--- src/rtl/ps2_pkg.sv ---
// Shared PS/2 definitions: host-transmit FSM states, error codes and command bytes.
package ps2_pkg;

    typedef enum logic [2:0] {
        ST_IDLE,
        ST_INHIBIT,
        ST_START,
        ST_SHIFT,
        ST_ACK,
        ST_WAIT_IDLE
    } ps2_tx_state_e;

    localparam logic [1:0] ERR_NONE    = 2'b00;
    localparam logic [1:0] ERR_TIMEOUT = 2'b01;
    localparam logic [1:0] ERR_NOACK   = 2'b10;

    localparam logic [7:0] CMD_SET_LEDS = 8'hED;
    localparam logic [7:0] CMD_ENABLE   = 8'hF4;
    localparam logic [7:0] CMD_RESET    = 8'hFF;

    function automatic logic odd_parity(input logic [7:0] d);
        return ~^d;
    endfunction

endpackage

--- src/rtl/ps2_sync_edge.sv ---
// Two-flop synchronizers for PS2C/PS2D plus a falling-edge pulse on synchronized PS2C.
// Shared with the keyboard receiver; synchronizers reset to the idle-high line level.
module ps2_sync_edge (
    input  logic clk,
    input  logic srst,
    input  logic ps2c_i,
    input  logic ps2d_i,
    output logic ps2c_s,
    output logic ps2d_s,
    output logic ps2c_fall
);

    logic [1:0] pin_in;
    logic [1:0] sync_vec;
    logic       ps2c_prev_q;

    assign pin_in = {ps2d_i, ps2c_i};

    generate
        for (genvar gi = 0; gi < 2; gi++) begin : g_sync
            logic meta_q;
            logic sync_q;
            always_ff @(posedge clk) begin
                if (srst) begin
                    meta_q <= 1'b1;
                    sync_q <= 1'b1;
                end else begin
                    meta_q <= pin_in[gi];
                    sync_q <= meta_q;
                end
            end
            assign sync_vec[gi] = sync_q;
        end
    endgenerate

    always_ff @(posedge clk) begin
        if (srst) begin
            ps2c_prev_q <= 1'b1;
        end else begin
            ps2c_prev_q <= sync_vec[0];
        end
    end

    assign ps2c_s    = sync_vec[0];
    assign ps2d_s    = sync_vec[1];
    assign ps2c_fall = ps2c_prev_q & ~sync_vec[0];

endmodule

--- src/rtl/ps2_host_tx.sv ---
// PS/2 host-to-device byte transmitter (inhibit, request-to-send, shift, ACK, idle wait).
// Define PS2_TX_ACK_CHECK_EN to report a missing device ACK as err_code 10.
module ps2_host_tx
    import ps2_pkg::*;
#(
    parameter int INHIBIT_CYC = 10000,
    parameter int TIMEOUT_CYC = 2000000
) (
    input  logic       clk,
    input  logic       rst,
    input  logic [7:0] tx_data,
    input  logic       tx_start,
    output logic       busy,
    output logic       done,
    output logic       err,
    output logic [1:0] err_code,
    input  logic       ps2c_i,
    input  logic       ps2d_i,
    output logic       ps2c_oe,
    output logic       ps2d_oe
);

`ifdef PS2_TX_ACK_CHECK_EN
    localparam bit ACK_CHECK = 1'b1;
`else
    localparam bit ACK_CHECK = 1'b0;
`endif

    localparam int CNT_MAX = (INHIBIT_CYC > TIMEOUT_CYC) ? INHIBIT_CYC : TIMEOUT_CYC;
    localparam int CNT_W   = $clog2(CNT_MAX + 1);
    localparam logic [CNT_W-1:0] INHIBIT_LOAD = CNT_W'(INHIBIT_CYC - 1);
    localparam logic [CNT_W-1:0] TIMEOUT_LOAD = CNT_W'(TIMEOUT_CYC - 1);

    logic ps2c_s, ps2d_s, ps2c_fall;

    ps2_sync_edge u_sync (
        .clk       (clk),
        .srst      (rst),
        .ps2c_i    (ps2c_i),
        .ps2d_i    (ps2d_i),
        .ps2c_s    (ps2c_s),
        .ps2d_s    (ps2d_s),
        .ps2c_fall (ps2c_fall)
    );

    ps2_tx_state_e    state_q, state_d;
    logic [7:0]       data_q, data_d;
    logic             parity_q, parity_d;
    logic [3:0]       bit_cnt_q, bit_cnt_d;
    logic [CNT_W-1:0] cnt_q, cnt_d;
    logic             ps2c_oe_q, ps2c_oe_d;
    logic             ps2d_oe_q, ps2d_oe_d;
    logic             busy_q, busy_d;
    logic             done_q, done_d;
    logic             err_q, err_d;
    logic [1:0]       err_code_q, err_code_d;
    logic             ack_bad_q, ack_bad_d;
    logic             watch;

    always_comb begin
        state_d    = state_q;
        data_d     = data_q;
        parity_d   = parity_q;
        bit_cnt_d  = bit_cnt_q;
        cnt_d      = cnt_q;
        ps2c_oe_d  = ps2c_oe_q;
        ps2d_oe_d  = ps2d_oe_q;
        busy_d     = busy_q;
        done_d     = 1'b0;
        err_d      = 1'b0;
        err_code_d = err_code_q;
        ack_bad_d  = ack_bad_q;
        watch      = 1'b0;

        case (state_q)
            ST_IDLE: begin
                ps2c_oe_d = 1'b0;
                ps2d_oe_d = 1'b0;
                // busy_q is still high in the done/err cycle, so a start there is ignored
                busy_d    = 1'b0;
                if (tx_start && !busy_q) begin
                    data_d    = tx_data;
                    parity_d  = odd_parity(tx_data);
                    bit_cnt_d = 4'd0;
                    ack_bad_d = 1'b0;
                    cnt_d     = INHIBIT_LOAD;
                    ps2c_oe_d = 1'b1;
                    busy_d    = 1'b1;
                    state_d   = ST_INHIBIT;
                end
            end
            ST_INHIBIT: begin
                if (cnt_q == '0) begin
                    ps2d_oe_d = 1'b1;
                    state_d   = ST_START;
                end else begin
                    cnt_d = cnt_q - CNT_W'(1);
                end
            end
            ST_START: begin
                ps2c_oe_d = 1'b0;
                cnt_d     = TIMEOUT_LOAD;
                state_d   = ST_SHIFT;
            end
            ST_SHIFT: begin
                if (ps2c_fall) begin
                    cnt_d     = TIMEOUT_LOAD;
                    bit_cnt_d = bit_cnt_q + 4'd1;
                    if (bit_cnt_q < 4'd8) begin
                        ps2d_oe_d = ~data_q[bit_cnt_q[2:0]];
                    end else if (bit_cnt_q == 4'd8) begin
                        ps2d_oe_d = ~parity_q;
                    end else begin
                        ps2d_oe_d = 1'b0;
                        state_d   = ST_ACK;
                    end
                end else begin
                    watch = 1'b1;
                end
            end
            ST_ACK: begin
                if (ps2c_fall) begin
                    cnt_d     = TIMEOUT_LOAD;
                    bit_cnt_d = bit_cnt_q + 4'd1;
                    ack_bad_d = ps2d_s;
                    state_d   = ST_WAIT_IDLE;
                end else begin
                    watch = 1'b1;
                end
            end
            ST_WAIT_IDLE: begin
                if (ps2c_s && ps2d_s) begin
                    state_d = ST_IDLE;
                    if (ACK_CHECK && ack_bad_q) begin
                        err_d      = 1'b1;
                        err_code_d = ERR_NOACK;
                    end else begin
                        done_d = 1'b1;
                    end
                end else if (ps2c_fall) begin
                    cnt_d = TIMEOUT_LOAD;
                end else begin
                    watch = 1'b1;
                end
            end
            default: state_d = ST_IDLE;
        endcase

        // Shared watchdog for every state that waits on the device
        if (watch) begin
            if (cnt_q == '0) begin
                state_d    = ST_IDLE;
                ps2c_oe_d  = 1'b0;
                ps2d_oe_d  = 1'b0;
                err_d      = 1'b1;
                err_code_d = ERR_TIMEOUT;
            end else begin
                cnt_d = cnt_q - CNT_W'(1);
            end
        end
    end

    always_ff @(posedge clk) begin
        if (rst) begin
            state_q    <= ST_IDLE;
            data_q     <= 8'h00;
            parity_q   <= 1'b0;
            bit_cnt_q  <= 4'd0;
            cnt_q      <= '0;
            ps2c_oe_q  <= 1'b0;
            ps2d_oe_q  <= 1'b0;
            busy_q     <= 1'b0;
            done_q     <= 1'b0;
            err_q      <= 1'b0;
            err_code_q <= ERR_NONE;
            ack_bad_q  <= 1'b0;
        end else begin
            state_q    <= state_d;
            data_q     <= data_d;
            parity_q   <= parity_d;
            bit_cnt_q  <= bit_cnt_d;
            cnt_q      <= cnt_d;
            ps2c_oe_q  <= ps2c_oe_d;
            ps2d_oe_q  <= ps2d_oe_d;
            busy_q     <= busy_d;
            done_q     <= done_d;
            err_q      <= err_d;
            err_code_q <= err_code_d;
            ack_bad_q  <= ack_bad_d;
        end
    end

    assign busy     = busy_q;
    assign done     = done_q;
    assign err      = err_q;
    assign err_code = err_code_q;
    assign ps2c_oe  = ps2c_oe_q;
    assign ps2d_oe  = ps2d_oe_q;

endmodule

--- config.mk ---
export PLATFORM = sky130hd
export DESIGN_NAME = ps2_host_tx
export DESIGN_NICKNAME = d
export VERILOG_FILES = /design/src/rtl/ps2_pkg.sv /design/src/rtl/ps2_sync_edge.sv /design/src/rtl/ps2_host_tx.sv
export SDC_FILE = /design/constraint.sdc
export NUM_CORES = 1
export LEC_CHECK = 0
export BUFFER_PORTS_ARGS = -buffer_cell sky130_fd_sc_hd__buf_2
export CAP_MARGIN = 10
export CORE_AREA = 2 2 65 82
export DETAILED_ROUTE_END_ITERATION = 10
export DIE_AREA = 0 0 67 84
export GPL_ROUTABILITY_DRIVEN = 0
export PLACE_DENSITY_LB_ADDON = 0.05
export SLEW_MARGIN = 10
export SYNTH_ARGS = -nofsm -noshare
export SYNTH_HDL_FRONTEND = slang
export SYNTH_SLANG_ARGS = --single-unit
--- constraint.sdc ---
create_clock -name clk -period 3.7 [get_ports clk]
set_input_delay 0.37 -clock clk [delete_from_list [all_inputs] [get_ports clk]]
set_output_delay 0.37 -clock clk [all_outputs]
set_load 0.03 [all_outputs]
; ---- Word level (Yosys, flattened, before mapping)
; Index checks and enable logic that the tools add are counted.
; W data, S select, Z words.
[word_totals]
register_bits = 48
inputBits = 13
output_inout_bits = 7
elab_cells = 85
[op_classes]
add_sub_neg = 2
magnitude_cmp = 2
n_eq_ne = 8
mux = 38
bitwise_logic = 6
reduce_logical = 13
[op_table]
columns = cell, count
row1 = $mux W21, 6
row2 = $pmux W21 S5, 1
row3 = $mux W3, 9
row4 = $logic_not A21 Y1, 1
row5 = $sub A21 B1 Y21 const B, 1
row6 = $pmux W3 S6, 1
row7 = $mux W1, 14
row8 = $mux W4, 2
row9 = $pmux W4 S2, 1
row10 = $reduce_xnor A8 Y1, 1
row11 = $eq A3 B2 Y1 const B, 2
row12 = $eq A3 B3 Y1 const B, 2
row13 = $reduce_or A2 Y1, 3
row14 = $not A1 Y1, 5
row15 = $add A4 B1 Y4 const B, 1
row16 = $eq A4 B4 Y1 const B, 1
row17 = $lt A3 B4 Y1 const B, 1
row18 = $lt A4 B4 Y1 const B, 1
row19 = $pmux W1 S2, 2
row20 = $reduce_and A2 Y1, 2
row21 = $bmux W1 S3, 1
row22 = $eq A3 B1 Y1 const B, 1
row23 = $logic_not A3 Y1, 1
row24 = $pmux W1 S3, 1
row25 = other kinds (7), 8

; ---- Logic depth before layout (Yosys ltp)
; Gate-level depths: netlist of run 1.
[depth]
ltp_word = 8
depth_mapped = 8
ltp_nobuf = 8

; ---- By module
; A second synthesis of run 1 with hierarchy kept.
[hier_totals]
hier_cells = 361
hier_area_um2 = 2731.4
[modules_own_cells]
columns = mod, instances, cells_per_inst, area_per_inst_um2, seq_area_each_um2
row1 = ps2_host_tx, 1, 350, 2593.7, 860.8
row2 = ps2_sync_edge, 1, 11, 137.6, 100.1

; ---- Least setup slack after synthesis of run 1
; OpenSTA, ideal clock, no wires.
[synth_path]
path_type = register to register
start = register cnt_q[4]
end = register cnt_q[20]
setup_ns = 0.058
arrival_ns = 2.452
required_ns = 3.642
path_slack_ns = 1.189
path_stages_with_launch = 7
n_path_buf = 0
period_less_slack_ns = 2.511
cell_sequence = dfxtp_1 -> or4_4 -> or4_4 -> or4_4 -> a211o_1 -> a21oi_1 -> o221a_2
[synth_via]
elab_chain_len = 5
elab_cells_between_ends = 6
cone_classes = add/sub: 1 / mux: 4 / reduce/logical: 1
[synth_rtl]
columns = item, line
row1 = from (decl), ps2_host_tx.sv:50  ; logic [CNT_W-1:0] cnt_q, cnt_d;
row2 = from (signal assigned), ps2_host_tx.sv:182  ; cnt_q <= cnt_d;
row3 = $sub A21 B1 Y21 or $logic_not A21 Y1 (tied branches), -
row4 = $mux W21, ps2_host_tx.sv:93  ; if (cnt_q == '0) begin
row5 = $pmux W21 S5, ps2_host_tx.sv:75  ; case (state_q)
row6 = $mux W21, ps2_host_tx.sv:151  ; if (cnt_q == '0) begin
row7 = $mux W21 *, ps2_host_tx.sv:150  ; if (watch) begin
; Mark *: on every way between the ends. The rest lies on a longest branch, timed or not.
; A chain may end at the register's enable or synchronous reset.

; ---- Worst setup path after layout of run 1
[layout_path]
start = register cnt_q[4]
end = register cnt_q[7]
; Same word-level chain as after synthesis.

==> results of run 1 <==
## cell families after synthesis
group | Yosys count | share of synthesized area (%)
and+or+nand+nor | 157 | 26.6
xor gates and xnor gates | 17 | 5.11
muxes | 4 | 2.27
AOI/OAI and AO/OA | 121 | 27.1
other | 1 | 0.129
adders and majority gates | 4 | 1.72
DFF | 48 | 33.0
buffers and inverters | 31 | 4.16
## power by group
part	switching (W)	internal, W
Clock	0.000181	0.000200
Sequential	0.000119	0.000596
Combinational	0.000506	0.000311
## routing by layer
| layer | vias up | wire (µm) |
|---|---|---|
| met5 | - | 0 |
| met2 | 168 | 3830 |
| met1 | 1382 | 3290 |
| li1 | 1436 | - |
| met4 | 0 | 327 |
| met3 | 37 | 590 |
## through the flow
stage                     worst slack, ns  util [%]
after floorplan                      1.19         -
after detailed placement            0.993      61.5
after global routing                0.784      63.7
after CTS                           0.963      63.7
after global placement               1.07      61.5
final                               0.910      63.7
## cell type report
type                            instances  area (µm²)  area share (%)
Clock buffer                            5        68.8            2.19
Clock inverter                          3        42.5            1.35
Inverter                                9        33.8            1.07
Multi-Input combinational cell        304        1830            58.3
Sequential cell                        48         961            30.6
Tap cell                               62        77.6            2.47
Timing Repair Buffer                   23         128            4.06
## cell usage in the layout, fill, tap and decap left out, types with 5 or more instances in the layout
cell type,n
dfxtp_1,48
a211oi_1,5
o21ai_0,28
nor4_1,10
nand2b_1,5
nand3_1,13
nor2b_1,5
a31oi_1,8
clkbuf_8,5
buf_4,5
xor2_1,7
nor3_1,20
buf_2,18
inv_1,9
a21oi_1,34
nor2_1,30
xnor2_1,10
nand2_1,48
o31ai_1,5
or2_2,5
## state kept, by name, indices dropped and copies added, names as in the netlist
signal                cells
cnt_q                    21
data_q                    8
bit_cnt_q                 4
state_q                   3
u_sync.g_sync.meta_q      2
busy                      1
done                      1
err                       1
err_code                  1
parity_q                  1
ps2c_oe                   1
ps2d_oe                   1
u_sync.ps2c_prev_q        1
u_sync.ps2c_s             1
u_sync.ps2d_s             1
## worst max-delay path, cell delays in order, from the launching register on
cell and delay [ns]:
dfxtp_1 0.39, or4_4 0.57, or4_4 0.53, nor3_2 0.37, buf_4 0.26, o21ai_0 0.21
a21o_1 0.26, a31oi_1 0.15
## worst max-delay path by stage
stage	slack, ns	start	endpoint
5_1_grt	0.78	cnt_q[4]	cnt_q[16]
6_report	0.91	cnt_q[4]	cnt_q[7]
4_1_cts	0.96	cnt_q[4]	cnt_q[16]
2_1_floorplan	1.19	cnt_q[4]	cnt_q[20]
3_3_place_gp	1.07	cnt_q[4]	cnt_q[7]
3_5_place_dp	0.99	cnt_q[4]	cnt_q[16]
==> summary.md, run 1 <==
| Metric | Value |
|---|---|
| #FFs+latches synth | `48` |
| Area leader, netlist | `dfxtp_1` |
| VDD IR-drop max | `316 µV` |
| HP Start | `ps2d_i` |
| Cts-stage hold buffer count | `0` |
| Most frequent cells after synthesis | `48 x dfxtp_1, 48 x nand2_1, 34 x a21oi_1` |
| Final WL | `8.04 mm` |
| Fin area | `3140 µm²` |
| Max clock buf depth | `2` |
| Row count | `29` |
| Tot GR Track Use | `30.5%` |
| Total gr overflow | `0` |
| Maxcap violations | `0` |
| Final Hold Viols | `0` |
| Die Area | `5630 µm²` |
| Synth warn | `0` |
| Pwr dens | `609 nW/µm²` |
| Worst setup EP type | `flip-flop` |
| F_max | `358 MHz` |
| CTS H-Tree Depth | `2` |
| Postcts setup bufs | `0` |
| Startpoint Class | `flip-flop` |
| Pin count of the biggest net entering global routing | `42` |
| Ant diodes | `0` |
| WL/cell | `17.7 µm` |
| DRT Pass-1 Iters | `5` |
| Area contributors post-synth | `dfxtp_1 33%, nand2_1 6.2%, a21oi_1 5.8%, o21ai_0 4.8%, nor2_1 3.9%` |
| WHS Endpoint | `u_sync.g_sync[1].meta_q` |
| Routed vias | `3023` |
| Synthesized Nets | `400` |
| Clock skew | `0.0115 ns` |
| Req. time, crit path | `3.94 ns` |
| Top cell type's share of synthesized area | `33.0%` |
| Ys async rst share | `0%` |
| Placed Instances | `446` |
| Total core area | `4930 µm²` |
| Cells after Synth | `383` |
| ANT nets after route | `0` |
| First-pass GRT wire length | `13.4 mm` |
| RSZ-0062 raised after global routing | `no` |
| Sequential area share after synthesis | `33.0%` |
| FF-to-FF setup slack | `0.91 ns` |
| Num CTS Buffers | `5` |
| Cell Area, Placed | `3030 µm²` |
| Layout cells sized above 1 | `11.7%` |
| Sink Count | `48` |
| Worst Hold Depth | `2` |
| Die Height | `84 µm` |
| First DRT Iteration DRCs | `246` |
| P_leak | `1.18 nW` |
| Hold Crit Class | `primary input to flip-flop` |
| Average size of a mapped cell | `7.61 µm²` |
| Setup CP Type | `flip-flop to flip-flop` |
| Grt met2 use | `49.4%` |
| Layout Cells excl Fill | `454` |
| Critical Path AT | `3.03 ns` |
| TNS Setup | `0 ns` |
| Fillers | `475` |
| Worst relative slew slack | `44.0%` |
| Clk slew on worst S/H paths | `0.10 ns` |
| Post-CTS sizing | `0` |
| DRC | `0` |
| Grt met1 use | `38.7%` |
| Clock insertion delay at the later pin of the skew report | `0.31 ns` |
| Status | `finished, final reports clean` |
| Max Slew Vio Count | `0` |
| Vias in the first global route | `2793` |
| # IOs | `20` |
| Period minus WS final | `2.79 ns` |
| Launch point of the worst reg-to-reg path | `cnt_q[4]` |
| Worst Hold Slack | `0.245 ns` |
| Reg-to-Reg End | `cnt_q[7]` |
| PortBufs | `18` |
| Fin nets | `408` |
| Via density | `6.66` |
| Post-synth cell types | `57` |
| R2r worst-path depth | `7` |
| Initial antenna violation count | `0` |
| DP Wirelength | `5.73 mm` |
| Busiest grt layer | `met2` |
| Final total power | `0.00191 W` |
| Dominant synthesized flop cell | `dfxtp_1` |
| Post-synth EDFFs | `0` |
| Routing usage on met3 | `5.13%` |
| Critical path fanouts, max | `9` |
| CTS tree | `done` |
| Final worst path period share | `75.4%` |
| Layout overhead on the synthesized area | `7.85%` |
| Die width | `67 µm` |
| Clock Tree Root | `clkbuf_8` |
| Final setup fails | `0` |
| Synthesized area | `2920 µm²` |
| Initial core utilization | `59.1%` |
| Worst-Margin Slew | `0.837 ns` |
(Power assumes the default switching activity.)
==> run 2, diff against run 1 <==
--- a/config.mk
+++ b/config.mk
@@ -7,9 +7,9 @@
 export LEC_CHECK = 0
 export BUFFER_PORTS_ARGS = -buffer_cell sky130_fd_sc_hd__buf_2
 export CAP_MARGIN = 10
-export CORE_AREA = 2 2 65 82
+export CORE_AREA = 2 2 66 83
 export DETAILED_ROUTE_END_ITERATION = 10
-export DIE_AREA = 0 0 67 84
+export DIE_AREA = 0 0 68 85
 export GPL_ROUTABILITY_DRIVEN = 0
 export PLACE_DENSITY_LB_ADDON = 0.05
 export SLEW_MARGIN = 10
==> constraint.sdc (replaced) <==
create_clock -name clk -period 2.6 [get_ports clk]
set_input_delay 0.26 -clock clk [delete_from_list [all_inputs] [get_ports clk]]
set_output_delay 0.26 -clock clk [all_outputs]
set_load 0.03 [all_outputs]
==> summary.md, run 2 (same netlist as run 1, synthesis figures left out) <==
| Metric | Value |
|---|---|
| Status | `finished, final reports clean (unchanged)` |
| CTS H-Tree Depth | `2 (unchanged)` |
| WL/cell | `17.2 µm (was 17.7 µm)` |
| Vias in the first global route | `2887 (was 2793)` |
| Top Registers | `cnt_q (21), data_q (8), bit_cnt_q (4) (unchanged)` |
| First DRT Iteration DRCs | `228 (was 246)` |
| Req. time, crit path | `2.86 ns (was 3.94 ns)` |
| Die Height | `85 µm (was 84 µm)` |
| Final setup fails | `0 (unchanged)` |
| Ant diodes | `0 (unchanged)` |
| Die Area | `5780 µm² (was 5630 µm²)` |
| Clock skew | `0.00497 ns (was 0.0115 ns)` |
| Critical Path AT | `2.81 ns (was 3.03 ns)` |
| Cts-stage hold buffer count | `0 (unchanged)` |
| Worst Hold Slack | `0.134 ns (was 0.245 ns)` |
| Largest register FFs | `21 (unchanged)` |
| First-pass GRT wire length | `13.6 mm (was 13.4 mm)` |
| DRC | `0 (unchanged)` |
| Setup WS post-layout | `0.0482 ns (was 0.910 ns)` |
| Clock insertion delay at the later pin of the skew report | `0.30 ns (was 0.31 ns)` |
| Biggest register | `cnt_q (unchanged)` |
| F_max | `392 MHz (was 358 MHz)` |
| Total gr overflow | `0 (unchanged)` |
| Max clock buf depth | `2 (unchanged)` |
| Maxcap violations | `0 (unchanged)` |
| Most frequent cells in the layout | `48 x nand2_1, 48 x dfxtp_1, 34 x a21oi_1 (unchanged)` |
| Critical path fanouts, max | `4 (was 9)` |
| Max Slew Vio Count | `0 (unchanged)` |
| Period minus WS final | `2.55 ns (was 2.79 ns)` |
| Initial antenna violation count | `0 (unchanged)` |
| P_leak | `1.29 nW (was 1.18 nW)` |
| Worst setup EP type | `flip-flop (unchanged)` |
| Die width | `68 µm (was 67 µm)` |
| Via density | `6.54 (was 6.66)` |
| Layout cells sized above 1 | `16.7% (was 11.7%)` |
| DRT Pass-1 Iters | `5 (unchanged)` |
| Startpoint Class | `flip-flop (unchanged)` |
| Layout overhead on the synthesized area | `13.6% (was 7.85%)` |
| CTS tree | `done (unchanged)` |
| # IOs | `20 (unchanged)` |
| ANT nets after route | `0 (unchanged)` |
| Worst relative slew slack | `60.2% (was 44.0%)` |
| Tot GR Track Use | `30.4% (was 30.5%)` |
| Fin nets | `429 (was 408)` |
| Setup CP Type | `flip-flop to flip-flop (unchanged)` |
| Postcts setup bufs | `0 (unchanged)` |
| Clk slew on worst S/H paths | `0.09 ns (was 0.10 ns)` |
| Pin count of the biggest net entering global routing | `28 (was 42)` |
| Row count | `29 (unchanged)` |
| Clock Tree Root | `clkbuf_8 (unchanged)` |
| Fin util | `66.1% (was 63.7%)` |
| RSZ-0062 raised after global routing | `no (unchanged)` |
| Final worst path period share | `98.1% (was 75.4%)` |
| Worst-Margin Slew | `0.596 ns (was 0.837 ns)` |
| DP Wirelength | `6.04 mm (was 5.73 mm)` |
| VDD IR-drop max | `471 µV (was 316 µV)` |
| TNS Setup | `0 ns (unchanged)` |
| Hold Crit Class | `primary input to flip-flop (unchanged)` |
| Num CTS Buffers | `5 (unchanged)` |
| Pwr dens | `866 nW/µm² (was 609 nW/µm²)` |
| Fillers | `476 (was 475)` |
| Worst slack, placed | `0.0828 ns (was 0.993 ns)` |
| Routed vias | `3106 (was 3023)` |
| Initial core utilization | `58.2% (was 59.1%)` |
| Final WL | `8.15 mm (was 8.04 mm)` |
| Final Hold Viols | `0 (unchanged)` |
| Sink Count | `48 (unchanged)` |
| PortBufs | `18 (unchanged)` |
| Total core area | `5010 µm² (was 4930 µm²)` |
-- run 2: changes by cell type in the layout (fill, tap and decap cells not counted) --
cell	before	now
nor4_2	0	1
nor4_1	10	9
buf_4	5	26
nor2_2	0	1
nor2_1	30	29
-- run 2: final timing paths --
check                                from                      end  slack [ns]  depth (start not counted)
setup / recovery                 cnt_q[4]                cnt_q[20]        0.05                          6
hold / removal                     ps2c_i  u_sync.g_sync[0].meta_q        0.13                          2
setup reg to reg                 cnt_q[4]                cnt_q[20]        0.05                          6
hold reg to reg   u_sync.g_sync[1].meta_q            u_sync.ps2d_s        0.42                          1
-- run 2: cell type report --
cell class | count | area [µm²] | share of cell area (%)
well taps | 62 | 77.6 | 2.34
repair buffers | 44 | 285 | 8.62
multi-input cells | 304 | 1840 | 55.6
flip-flops and latches | 48 | 961 | 29.0
inverters | 9 | 33.8 | 1.02
clock inverters | 3 | 42.5 | 1.28
clock buffers | 5 | 68.8 | 2.08
-- run 2: metrics by stage --
stage	instance area [µm²]	instances	power, W
after global placement	3190	467	0.00227
after floorplan	2920	383	0.00187
after detailed placement	3190	467	0.00229
after CTS	3300	475	0.00284
after global routing	3310	475	0.00305
final	3310	475	0.00287
-- run 2: where the power goes --
group          internal (W)  switching [W]  leakage, nW
clock              0.000285       0.000258       0.0541
sequential         0.000847       0.000124        0.393
combinational      0.000549       0.000805        0.840
-- run 2: layer usage --
layer	GRT usage, %	routed length (µm)	share of wire [%]	vias to the layer above
li1	-	-	-	1476
met1	38.4	3320	41	1465
met2	48.5	3950	48	135
met3	4.91	517	6.3	30
met4	16.2	362	4.4	0
met5	0	0	0	-
-- run 2: worst max-delay path, cell delays in order (launching register included) --
cell	delay (ns)
dfxtp_1	0.32
or4_4	0.54
or4_4	0.53
or4_4	0.51
a211o_1	0.28
a21oi_1	0.13
o221a_2	0.18
-- run 2: repair_timing --
item,CTS,global route
endpoints found under the hold margin,0,0
resized for setup,0,2
endpoints found under the setup margin,0,5
==> run 3, diff against run 2 <==
--- a/config.mk
+++ b/config.mk
@@ -5,11 +5,12 @@
 export SDC_FILE = /design/constraint.sdc
 export NUM_CORES = 1
 export LEC_CHECK = 0
+export ABC_AREA = 1
 export BUFFER_PORTS_ARGS = -buffer_cell sky130_fd_sc_hd__buf_2
 export CAP_MARGIN = 10
-export CORE_AREA = 2 2 66 83
+export CORE_AREA = 2 2 68 86
 export DETAILED_ROUTE_END_ITERATION = 10
-export DIE_AREA = 0 0 68 85
+export DIE_AREA = 0 0 70 88
 export GPL_ROUTABILITY_DRIVEN = 0
 export PLACE_DENSITY_LB_ADDON = 0.05
 export SLEW_MARGIN = 10
==> summary.md, run 3 <==
| Metric | Value |
|---|---|
| Commonest non-fill, non-tap cell in the layout | `nand2_1` |
| Post-synth EDFFs | `0 (unchanged)` |
| Synth warn | `0 (unchanged)` |
| Total gr overflow | `0 (unchanged)` |
| Fin nets | `526 (was 429)` |
| Dominant synthesized flop cell | `dfxtp_1 (unchanged)` |
| Max stage delay on crit path | `0.52 ns (was 0.54 ns)` |
| Clock insertion delay at the later pin of the skew report | `0.31 ns (was 0.30 ns)` |
| Total core area | `5330 µm² (was 5010 µm²)` |
| WL/cell | `14.1 µm (was 17.2 µm)` |
| Worst slack, placed | `0.461 ns (was 0.0828 ns)` |
| ANT nets after route | `0 (unchanged)` |
| Clk slew on worst S/H paths | `0.09 ns (about the same)` |
| Worst relative slew slack | `55.6% (was 60.2%)` |
| Max Slew Vio Count | `0 (unchanged)` |
| Synthesized Nets | `513 (was 400)` |
| Cts-stage hold buffer count | `0 (unchanged)` |
| Pwr dens | `1230 nW/µm² (was 866 nW/µm²)` |
| Post-CTS sizing | `0 (unchanged)` |
| Critical path fanouts, max | `16 (was 4)` |
| Top Registers | `cnt_q (21), data_q (8), bit_cnt_q (4) (unchanged)` |
| Status | `finished, final reports clean (unchanged)` |
| Worst path top cell family by delay | `simple AND/OR/NAND/NOR gates (unchanged)` |
| Vias in the first global route | `2963 (was 2887)` |
| Critical Path Most Common Cell | `nand2_1 (was or4_4)` |
| First DRT Iteration DRCs | `215 (was 228)` |
| Setup WS post-layout | `0.428 ns (was 0.0482 ns)` |
| Row count | `30 (was 29)` |
| Combinational fraction of design power | `59.0% (was 47.2%)` |
| CTS tree | `done (unchanged)` |
| Ys async rst share | `0% (unchanged)` |
| CTS H-Tree Depth | `2 (unchanged)` |
| Area leader, netlist | `dfxtp_1 (unchanged)` |
| Clock power frac | `13.2% (was 18.9%)` |
| CP Cell Sequence | `nor2_1 > nand2_2 > nor2_1 > inv_1 > nand2_1 > nand2_1 > nand3_1 > nand2_1 > a21oi_1 (was or4_4 > or4_4 > or4_4 > a211o_1 > a21oi_1 > o221a_2)` |
| First-pass GRT wire length | `13.6 mm (about the same)` |
| Period minus WS final | `2.17 ns (was 2.55 ns)` |
| R2r worst-path depth | `9 (was 6)` |
| RSZ-0062 raised after global routing | `no (unchanged)` |
| Hold Crit Class | `primary input to flip-flop (unchanged)` |
| TNS Setup | `0 ns (unchanged)` |
| Via density | `5.55 (was 6.54)` |
| Final WL | `8.12 mm (was 8.15 mm)` |
| Most common cell in the netlist | `nand2_1` |
| Routed vias | `3188 (was 3106)` |
| Sw Share | `51.8% (was 41.4%)` |
| Die width | `70 µm (was 68 µm)` |
| Die Height | `88 µm (was 85 µm)` |
| Worst Hold Depth | `2 (unchanged)` |
| Critical-path top delay cell | `nor2_1 (was or4_4)` |
| Layout overhead on the synthesized area | `6.83% (was 13.6%)` |
| Sink Count | `48 (unchanged)` |
| Setup CP Type | `flip-flop to flip-flop (unchanged)` |
| Sequential area share after synthesis | `30.3% (was 33.0%)` |
| Biggest register | `cnt_q (unchanged)` |
| Max clock buf depth | `2 (unchanged)` |
| Die Area | `6160 µm² (was 5780 µm²)` |
| P_sw | `0.00216 W (was 0.00119 W)` |
| Maxcap violations | `0 (unchanged)` |
| DP Wirelength | `5.97 mm (was 6.04 mm)` |
| Final Hold Viols | `0 (unchanged)` |
| Sequential share of power | `27.8% (was 33.9%)` |
| Num CTS Buffers | `5 (unchanged)` |
| VDD IR-drop max | `551 µV (was 471 µV)` |
| Final worst path period share | `83.5% (was 98.1%)` |
| Clock skew | `0.00586 ns (was 0.00497 ns)` |
| Average size of a mapped cell | `6.39 µm² (was 7.61 µm²)` |
| Startpoint Class | `flip-flop (unchanged)` |
| Largest register FFs | `21 (unchanged)` |
| Worst-Margin Slew | `0.664 ns (was 0.596 ns)` |
| Final setup fails | `0 (unchanged)` |
| Worst setup EP type | `flip-flop (unchanged)` |
| Pin count of the biggest net entering global routing | `29 (was 28)` |
| Initial core utilization | `59.5% (was 58.2%)` |
| DRT Pass-1 Iters | `5 (unchanged)` |
| Layout cells sized above 1 | `12.4% (was 16.7%)` |
| Area contributors post-synth | `dfxtp_1 30%, nand2_1 13%, nor2_1 8.5%, a21oi_1 6.8%, inv_1 6.4% (was dfxtp_1 33%, nand2_1 6.2%, a21oi_1 5.8%, o21ai_0 4.8%, nor2_1 3.9%)` |
| Critical Path AT | `2.41 ns (was 2.81 ns)` |
| Ant diodes | `0 (unchanged)` |
| Tot GR Track Use | `27.5% (was 30.4%)` |
| DRC | `0 (unchanged)` |
| Postcts setup bufs | `0 (unchanged)` |
| Top cell type's share of synthesized area | `30.3% (was 33.0%)` |
| PortBufs | `18 (unchanged)` |
| #FFs+latches synth | `48 (unchanged)` |
| # IOs | `20 (unchanged)` |
| Clock Tree Root | `clkbuf_8 (unchanged)` |
| Initial antenna violation count | `0 (unchanged)` |
| Buf/Inv on CP | `1 (was 0)` |
| Cells after Synth | `496 (was 383)` |
| Levels on crit path | `9 (was 6)` |
| Most frequent cells after synthesis | `110 x nand2_1, 72 x nor2_1, 54 x inv_1 (was 48 x dfxtp_1, 48 x nand2_1, 34 x a21oi_1)` |
| Most frequent cells in the layout | `110 x nand2_1, 72 x nor2_1, 54 x inv_1 (was 48 x nand2_1, 48 x dfxtp_1, 34 x a21oi_1)` |
| Req. time, crit path | `2.84 ns (was 2.86 ns)` |
| Internal power | `0.00201 W (was 0.00168 W)` |
| F_max | `460 MHz (was 392 MHz)` |
| Synthesized area | `3170 µm² (was 2920 µm²)` |
| Post-synth cell types | `36 (was 57)` |
| P_leak | `1.68 nW (was 1.29 nW)` |
==> run 3: cell types whose count changed in the layout (fill, tap and decap cells not counted), sizes merged, moves of 6 or more <==
cell	before	now
nand3	13	43
nor4	10	0
nand2	48	113
inv	9	62
nand4	4	20
buf	44	20
nor3	21	7
a31oi	8	0
or4	6	0
nor2	30	79
a21oi	34	45
==> run 3: kinds of logic after synthesis <==
logic type               Yosys count  share of synthesized area [%]
flip-flops                        48                           30.3
AO/OA/AOI/OAI                     80                           13.8
adder cells (fa/ha/maj)            4                           1.58
buffers and inverters             76                           9.75
AND/OR/NAND/NOR                  270                           39.8
XOR/XNOR                          17                           4.70
other                              1                          0.118
==> run 3: through the flow <==
| stage | utilization [%] | instance area [µm²] | cells | hold WS [ns] | power, W |
|---|---|---|---|---|---|
| final | 63.5 | 3390 | 574 | 0.131 | 0.00417 |
| after global routing | 63.5 | 3390 | 574 | 0.137 | 0.00453 |
| after global placement | 61.5 | 3280 | 566 | 0.400 | 0.00354 |
| after CTS | 63.5 | 3390 | 574 | 0.130 | 0.00414 |
| after detailed placement | 61.5 | 3280 | 566 | 0.410 | 0.00359 |
| after floorplan | - | 3170 | 496 | 0.364 | 0.00305 |
==> run 3: per-layer routing <==
metal	wire length, µm	GRT usage (%)
met1	3440	32.4
met2	4030	48.3
met3	325	3.91
met4	324	15.4
met5	0	0
==> run 3: power groups by stage <==
stage	Clock, W	Combinational (W)	Sequential [W]
after CTS	0.000555	0.00243	0.00115
after global routing	0.000579	0.00277	0.00118
after global placement	0	0.00238	0.00116
after detailed placement	0	0.00242	0.00117
after floorplan	0	0.00192	0.00113
final	0.000552	0.00246	0.00116
==> run 3: final timing paths <==
path	endpoint	startpoint	slack, ns
worst max-delay path	cnt_q[9]	state_q[2]	0.43
worst min register to register	u_sync.ps2d_s	u_sync.g_sync[1].meta_q	0.43
worst min-delay path	u_sync.g_sync[1].meta_q	ps2d_i	0.13
worst max register to register	cnt_q[9]	state_q[2]	0.43
==> run 3: layout make-up <==
type,count,area (µm²)
clock buffers,6,72.6
clock inverters,2,35.0
fillers,527,1940
inverters,62,233
multi-input cells,372,1900
flip-flops and latches,48,961
well taps,64,80.1
repair buffers,20,105
